**config.mk**
```make
export PLATFORM = sky130hd
export DESIGN_NAME = serial_tx_piso
export DESIGN_NICKNAME = d
export VERILOG_FILES = /design/src/rtl/tx_pkg.sv /design/src/rtl/tx_bit_counter.sv /design/src/rtl/serial_tx_piso.sv
export SDC_FILE = /design/constraint.sdc
export NUM_CORES = 1
export LEC_CHECK = 0
export CAP_MARGIN = 10
export CORE_AREA = 3 3 40 42
export CTS_BUF_LIST = sky130_fd_sc_hd__clkbuf_8
export DETAILED_ROUTE_END_ITERATION = 10
export DIE_AREA = 0 0 43 45
export DONT_BUFFER_PORTS = 1
export SYNTH_ARGS = -nofsm -noshare
export SYNTH_HDL_FRONTEND = slang
export SYNTH_SLANG_ARGS = --single-unit
```
**constraint.sdc**
```tcl
create_clock -name clk -period 3.2 [get_ports clk]
set_input_delay 0.64 -clock clk [delete_from_list [all_inputs] [get_ports clk]]
set_output_delay 0.64 -clock clk [all_outputs]
set_load 0.005 [all_outputs]
```
**src/rtl/tx_pkg.sv**
```systemverilog
// Shared state and receiver-mode encodings for the serial transmitter and its shift_reg4 receiver.
package tx_pkg;

    localparam logic [1:0] ST_IDLE  = 2'd0;
    localparam logic [1:0] ST_SHIFT = 2'd1;
    localparam logic [1:0] ST_DONE  = 2'd2;

    // Mode codes understood by shift_reg4
    localparam logic [1:0] MODE_HOLD = 2'b00;
    localparam logic [1:0] MODE_LOAD = 2'b01;
    localparam logic [1:0] MODE_ROTL = 2'b10;
    localparam logic [1:0] MODE_SHR  = 2'b11;

    typedef enum logic [1:0] {
        S_IDLE  = ST_IDLE,
        S_SHIFT = ST_SHIFT,
        S_DONE  = ST_DONE
    } tx_state_t;

endpackage

```
**src/rtl/tx_bit_counter.sv**
```systemverilog
// Bit position counter for one frame: clear wins over enable, o_last flags position WIDTH-1.
// Single-cycle update, no backpressure of its own; the caller gates i_en.
module tx_bit_counter #(
    parameter int WIDTH = 4
) (
    input  logic clk,
    input  logic rst,
    input  logic i_clr,
    input  logic i_en,
    output logic o_last
);

    localparam int CW = $clog2(WIDTH);

    logic [CW-1:0] r_cnt;

    always_ff @(posedge clk) begin
        if (rst || i_clr) begin
            r_cnt <= '0;
        end else if (i_en) begin
            r_cnt <= r_cnt + 1'b1;
        end
    end

    assign o_last = (r_cnt == CW'(WIDTH - 1));

endmodule

```
**src/rtl/serial_tx_piso.sv**
```systemverilog
// Parallel-in serial-out transmitter feeding shift_reg4 SI; WIDTH shift cycles after acceptance, then a done pulse.
// pause is registered: it turns the following SHIFT cycle into a hold cycle (M=00, bit held); start ignored unless ready.
module serial_tx_piso
    import tx_pkg::*;
#(
    parameter int WIDTH     = 4,
    parameter bit LSB_FIRST = 1'b1
) (
    input  logic             clk,
    input  logic             rst,
    input  logic             start,
    input  logic             pause,
    input  logic [WIDTH-1:0] D,
    output logic             ready,
    output logic             SO,
    output logic [1:0]       M,
    output logic             busy,
    output logic             done
);

    localparam int OUT_IDX = LSB_FIRST ? 0 : WIDTH - 1;

    tx_state_t        r_state;
    tx_state_t        w_state_nxt;
    logic [WIDTH-1:0] r_shadow;
    logic [1:0]       r_mode;
    logic [1:0]       w_mode_nxt;
    logic             w_accept;
    logic             w_shift;
    logic             w_last;
    logic             w_last_shift;

    // A shift edge happens only when the receiver was told to shift in this cycle,
    // so transmitter and receiver always move together.
    assign w_accept     = (r_state == S_IDLE) && start;
    assign w_shift      = (r_state == S_SHIFT) && (r_mode == MODE_SHR);
    assign w_last_shift = w_shift && w_last;

    tx_bit_counter #(
        .WIDTH (WIDTH)
    ) u_bit_counter (
        .clk    (clk),
        .rst    (rst),
        .i_clr  (w_accept),
        .i_en   (w_shift && !w_last),
        .o_last (w_last)
    );

    always_comb begin
        w_state_nxt = r_state;
        w_mode_nxt  = MODE_HOLD;
        unique case (r_state)
            S_IDLE: begin
                if (start) begin
                    w_state_nxt = S_SHIFT;
                    w_mode_nxt  = MODE_SHR;
                end
            end
            S_SHIFT: begin
                if (w_last_shift) begin
                    w_state_nxt = S_DONE;
                end else begin
                    w_mode_nxt = pause ? MODE_HOLD : MODE_SHR;
                end
            end
            S_DONE: begin
                w_state_nxt = S_IDLE;
            end
            default: begin
                w_state_nxt = S_IDLE;
            end
        endcase
    end

    always_ff @(posedge clk) begin
        if (rst) begin
            r_state  <= S_IDLE;
            r_mode   <= MODE_HOLD;
            r_shadow <= '0;
        end else begin
            r_state <= w_state_nxt;
            r_mode  <= w_mode_nxt;
            if (w_accept) begin
                r_shadow <= D;
            end else if (w_shift) begin
                if (LSB_FIRST) begin
                    r_shadow <= r_shadow >> 1;
                end else begin
                    r_shadow <= r_shadow << 1;
                end
            end
        end
    end

    assign ready = (r_state == S_IDLE);
    assign busy  = (r_state != S_IDLE);
    assign done  = (r_state == S_DONE);
    assign M     = r_mode;
    assign SO    = (r_state == S_SHIFT) && r_shadow[OUT_IDX];

endmodule

```
* After elaboration in Yosys (flattened, before gate mapping)
Cells that the tools add are included.
** Storage, ports and cells
- Output and inout port bits :: 6
- Word-level logic and storage cells :: 31
- Input port bits :: 8
- Register bits :: 10
** Cells by class
- Equality and inequality tests :: 6
- Reduce and logical (&&, ||, !) cells :: 11
- Add/subtract/negate cells :: 1
- Multiplexer cells :: 9
** Operators by type and width (number)
- 2-to-1 mux 2 bit :: 5
- 2-to-1 mux 4 bit :: 2
- case mux 2 bit (2 select lines) :: 2
- equality test 2 bit, second input constant :: 3
- logical AND 1 bit :: 5
- != test 2 bit, second input constant :: 2
- nonzero test 2 bit :: 2
- adder 2 x 1 -> 2 bit, second input constant :: 1
- equality test 2 x 1 -> 1 bit, second input constant :: 1
- logical NOT 2 bit :: 1
- AND reduction 2 bit :: 1
- logical NOT 1 bit :: 1
- logical OR 1 bit :: 1

* Longest topological paths before layout
- Depth in word-level cells :: 5
- Gate-level depth with buffers :: 5
- Gate-level depth less buffers :: 4

* Cells and area by module
A second synthesis with hierarchy kept.
** Second synthesis, totals
- Cells, all modules :: 42
- Area, all modules :: 414.1 um^2
** Modules (own cells, without submodules)
- serial_tx_piso :: area an instance 322.8 um^2, sequential area each 140.1 um^2, instances 1, cells each 35
- tx_bit_counter :: area an instance 91.3 um^2, sequential area each 40.0 um^2, instances 1, cells each 7

* Least setup slack after synthesis
No wires, ideal clock.
- Kind :: input -> register
- Start :: input port start
- End :: register r_mode[0], in the netlist M[0]
- Stages :: 3
- Arrival :: 1.434 ns
- Data required time :: 3.097 ns
- Path buffers :: 1
- Slack :: 1.662 ns
- Cells stage by stage :: or3b_1 -> buf_6 -> a2111oi_2
** On the way
- Cells in the longest elaborated chain, start to end :: 2
** Ends and longest elaborated chain
- start: declaration :: RTL line serial_tx_piso.sv:11 : input logic start,
- 2-to-1 mux 2 bit :: RTL line serial_tx_piso.sv:54 : if (start) begin
- case mux 2 bit (2 select lines) :: RTL line serial_tx_piso.sv:52 : unique case (r_state)
- end signal: assignment :: RTL line serial_tx_piso.sv:82 : r_mode <= w_mode_nxt;
- end: declaration :: RTL line serial_tx_piso.sv:26 : logic [1:0] r_mode;
No other way between the ends.
A chain may end at the register's enable or synchronous reset.

* Worst setup path after layout
- Start :: register r_state[1]
- End :: output port ready
** On the way
- Cells in the longest elaborated chain, start to end :: 1
** Ends and longest elaborated chain
- start: declaration :: RTL line serial_tx_piso.sv:23 : tx_state_t r_state;
- start signal: assignment :: RTL line serial_tx_piso.sv:81 : r_state <= w_state_nxt;
- logical NOT 2 bit :: RTL line serial_tx_piso.sv:95 : assign ready = (r_state == S_IDLE);
- end: declaration :: RTL line serial_tx_piso.sv:14 : output logic ready,
No other way between the ends.

==> flow_summary_export.csv <==
group,metric,value,unit
status,status,"completed",
logic_synthesis,synth_area_leaders,"dfxtp_1 (42%), mux2i_1 (9.3%), a211oi_1 (5.2%), buf_6 (5.2%), nor3_1 (3.5%)",
timing,drv_slew,0,
clock_tree,path_clk_slew,0.04,ns
timing,clock.fmax,605,MHz
worst_setup_path,path_max_fanout,9,
floorplan,die_y,45,um
timing,fin_crit,1.65,ns
layout,fin_util,0.359,
worst_setup_path,r2r_cells,2,
worst_setup_path,cp-startpoint,"r_state[1]",
worst_setup_path,crit_type,"flip-flop to output port",
floorplan,core,1280,um^2
logic_synthesis,synth_nets,52,
floorplan,rows,13,
grt,grt_overflow,0,
worst_setup_path,critPathLaunchType,"flip-flop",
logic_synthesis,synthArstFlopShare,0,
detailed_routing,viasPerCell,5.38,
placement,pre_cts_slack,1.61,ns
timing,worstMarginPinSlew,0.372,ns
floorplan,io_pins,14,
worst_setup_path,r2r_end,"M[0]",
logic_synthesis,synth.top_cell.area_share,0.417,
layout,drive_gt1_frac,0.140,
power,cellLeakagePower,0.000191,uW
logic_synthesis,yosysMostFrequentCell,"dfxtp_1",
logic_synthesis,syn_area_per_cell,10.0,um^2
layout,area_growth,6.96,%
clock_tree,root_buffer,"clkbuf_8",
logic_synthesis,synth_flop_cell,"dfxtp_1",
logic_synthesis,synth_top_area_cell,"dfxtp_1",
floorplan,die_area,1940,um^2
timing,clock_skew,0.00479,ns
clock_tree,cts_setup_buffers,0,
worst_setup_path,arrival,1.01,ns
worst_setup_path,crit_required,2.56,ns
worst_setup_path,reg2reg_from,"r_state[1]",
worst_setup_path,critical_path.endpoint,"ready",
clock_tree,cts.repair.resized,0,
clock_tree,tritoncts,"done",
timing,slew_headroom,0.752,
timing,setup_slack,1.55,ns
worst_setup_path,endpoint_kind,"output port",
grt,gr-usage-all-layers,0.102,
clock_tree,numCtsBuffers,3,
power,ir_drop,0.000161,V
placement,hpwl,579,um
timing,finalSetupTns,0,ns
clock_tree,clockBufferDepth,2,
timing,rsz0062_at_grt,"false",
logic_synthesis,yosysSeqAreaShare,0.417,
layout,fillers,129,
detailed_routing,drcViolationCount,0,
grt,grt_max_degree,10,
grt,antenna_found_initial,0,
clock_tree,htreeDepth,1,
timing,hold_violations,0,
grt,grt_pass1_wl,1350,um
clock_tree,clk_latency,0.24,ns
logic_synthesis,yosys-top-cells-count,"dfxtp_1 (9), mux2i_1 (4), a211oi_1 (3), nor2_1 (3), nor3_1 (3)",
logic_synthesis,synth_edf_count,0,
flow_run,drv_cap,0,
placement,port_buffers,0,
timing,post-route-period-util,0.517,
layout,layout.nets,53,
logic_synthesis,synth-seq-cells,9,
floorplan,die_x,43,um
detailed_routing,drt-initial-drc-count,3,
detailed_routing,vias,312,
min_path,hold_path_class,"flip-flop to flip-flop",
detailed_routing,drt.antenna.violating_nets,0,
floorplan,start_util,0.336,
detailed_routing,routed_wl,797,um
placement,gp_congestion,0.691,
layout,antenna_cells,0,
power,finalPower,271,uW
timing,setup_viol,0,
detailed_routing,wl_per_cell,13.7,um
worst_setup_path,rrSetupSlack,1.84,ns
power,p_per_area,587,nW/um^2
logic_synthesis,synth.cell_area,432,um^2
grt,grt_pass1_vias,314,
clock_tree,clock_sinks,9,
logic_synthesis,synthDistinctLibCells,23,
detailed_routing,first_pass_iters,3,
clock_tree,hold_buffers,0,
logic_synthesis,yosys_warnings,0,
logic_synthesis,synthCells,43,
## power by group
part	switching, uW	internal [uW]	leakage (uW)	total, uW
sequential	5.18	119	0.0000740	124
clock	45.9	83.6	0.0000269	130
combinational	8.77	8.81	0.0000899	17.6
## worst max-delay path, stage by stage, from the launching register on
cell and delay [ns]:
dfxtp_1 0.37, or2_2 0.34, inv_1 0.08
## worst min-delay path by stage
stage | start | cells after the start | end | slack, ns
CTS | rst | 1 | r_shadow[3] | 0.46
global route | rst | 1 | r_shadow[1] | 0.46
detailed placement | r_shadow[3] | 2 | r_shadow[3] | 0.46
floorplan | r_shadow[3] | 2 | r_shadow[3] | 0.45
finish | r_shadow[3] | 2 | r_shadow[3] | 0.47
global placement | r_shadow[3] | 2 | r_shadow[3] | 0.46
## per-layer routing
| layer | vias to the layer above | part of all wire | GRT usage |
|---|---|---|---|
| met1 | 142 | 0.42 | 0.102 |
| met4 | 0 | 0.020 | 0.0904 |
| li1 | 151 | - | - |
| met3 | 2 | 0.15 | 0.0837 |
| met2 | 17 | 0.41 | 0.132 |
| met5 | - | 0 | 0 |
## cell usage in the layout, fill, tap and decap left out
master	instances
or2_2	1
nor3_1	3
or3b_1	1
a2111oi_2	1
nor2_1	3
nand2_1	1
nand3b_1	1
nor3b_1	2
a211oi_1	3
inv_1	2
a21oi_1	1
nand3_1	2
and3b_1	1
dfxtp_1	9
o21ai_0	1
xnor2_1	1
and4bb_2	1
mux2i_1	4
ha_1	1
nor2b_1	1
clkbuf_8	3
## area by class of cell
class | count | area (um^2) | share of cell area
Clock buffer | 3 | 41.3 | 0.0894
Clock inverter | 1 | 3.75 | 0.00813
Inverter | 1 | 3.75 | 0.00813
Multi-Input combinational cell | 29 | 214 | 0.463
Sequential cell | 9 | 180 | 0.390
Tap cell | 15 | 18.8 | 0.0407
## cells by family after synthesis
kind of cell,share of synthesized area
mux,0.0928
flops,0.417
buf+inv,0.0869
compound gates,0.110
xor+xnor,0.0203
simple gates,0.243
fa+ha+maj,0.0290
## through the flow
step	instances	hold slack [ns]	instance area [um^2]
2_1_floorplan	43	0.447	432
4_1_cts	58	0.463	462
6_report	58	0.466	462
3_5_place_dp	54	0.457	417
5_1_grt	58	0.463	462
3_3_place_gp	54	0.465	417
## registers in the layout, indices dropped and copies added, names as in the netlist
signal               cells
r_shadow                 4
r_state                  2
u_bit_counter.r_cnt      2
M                        1
(Power assumes the default switching activity.)
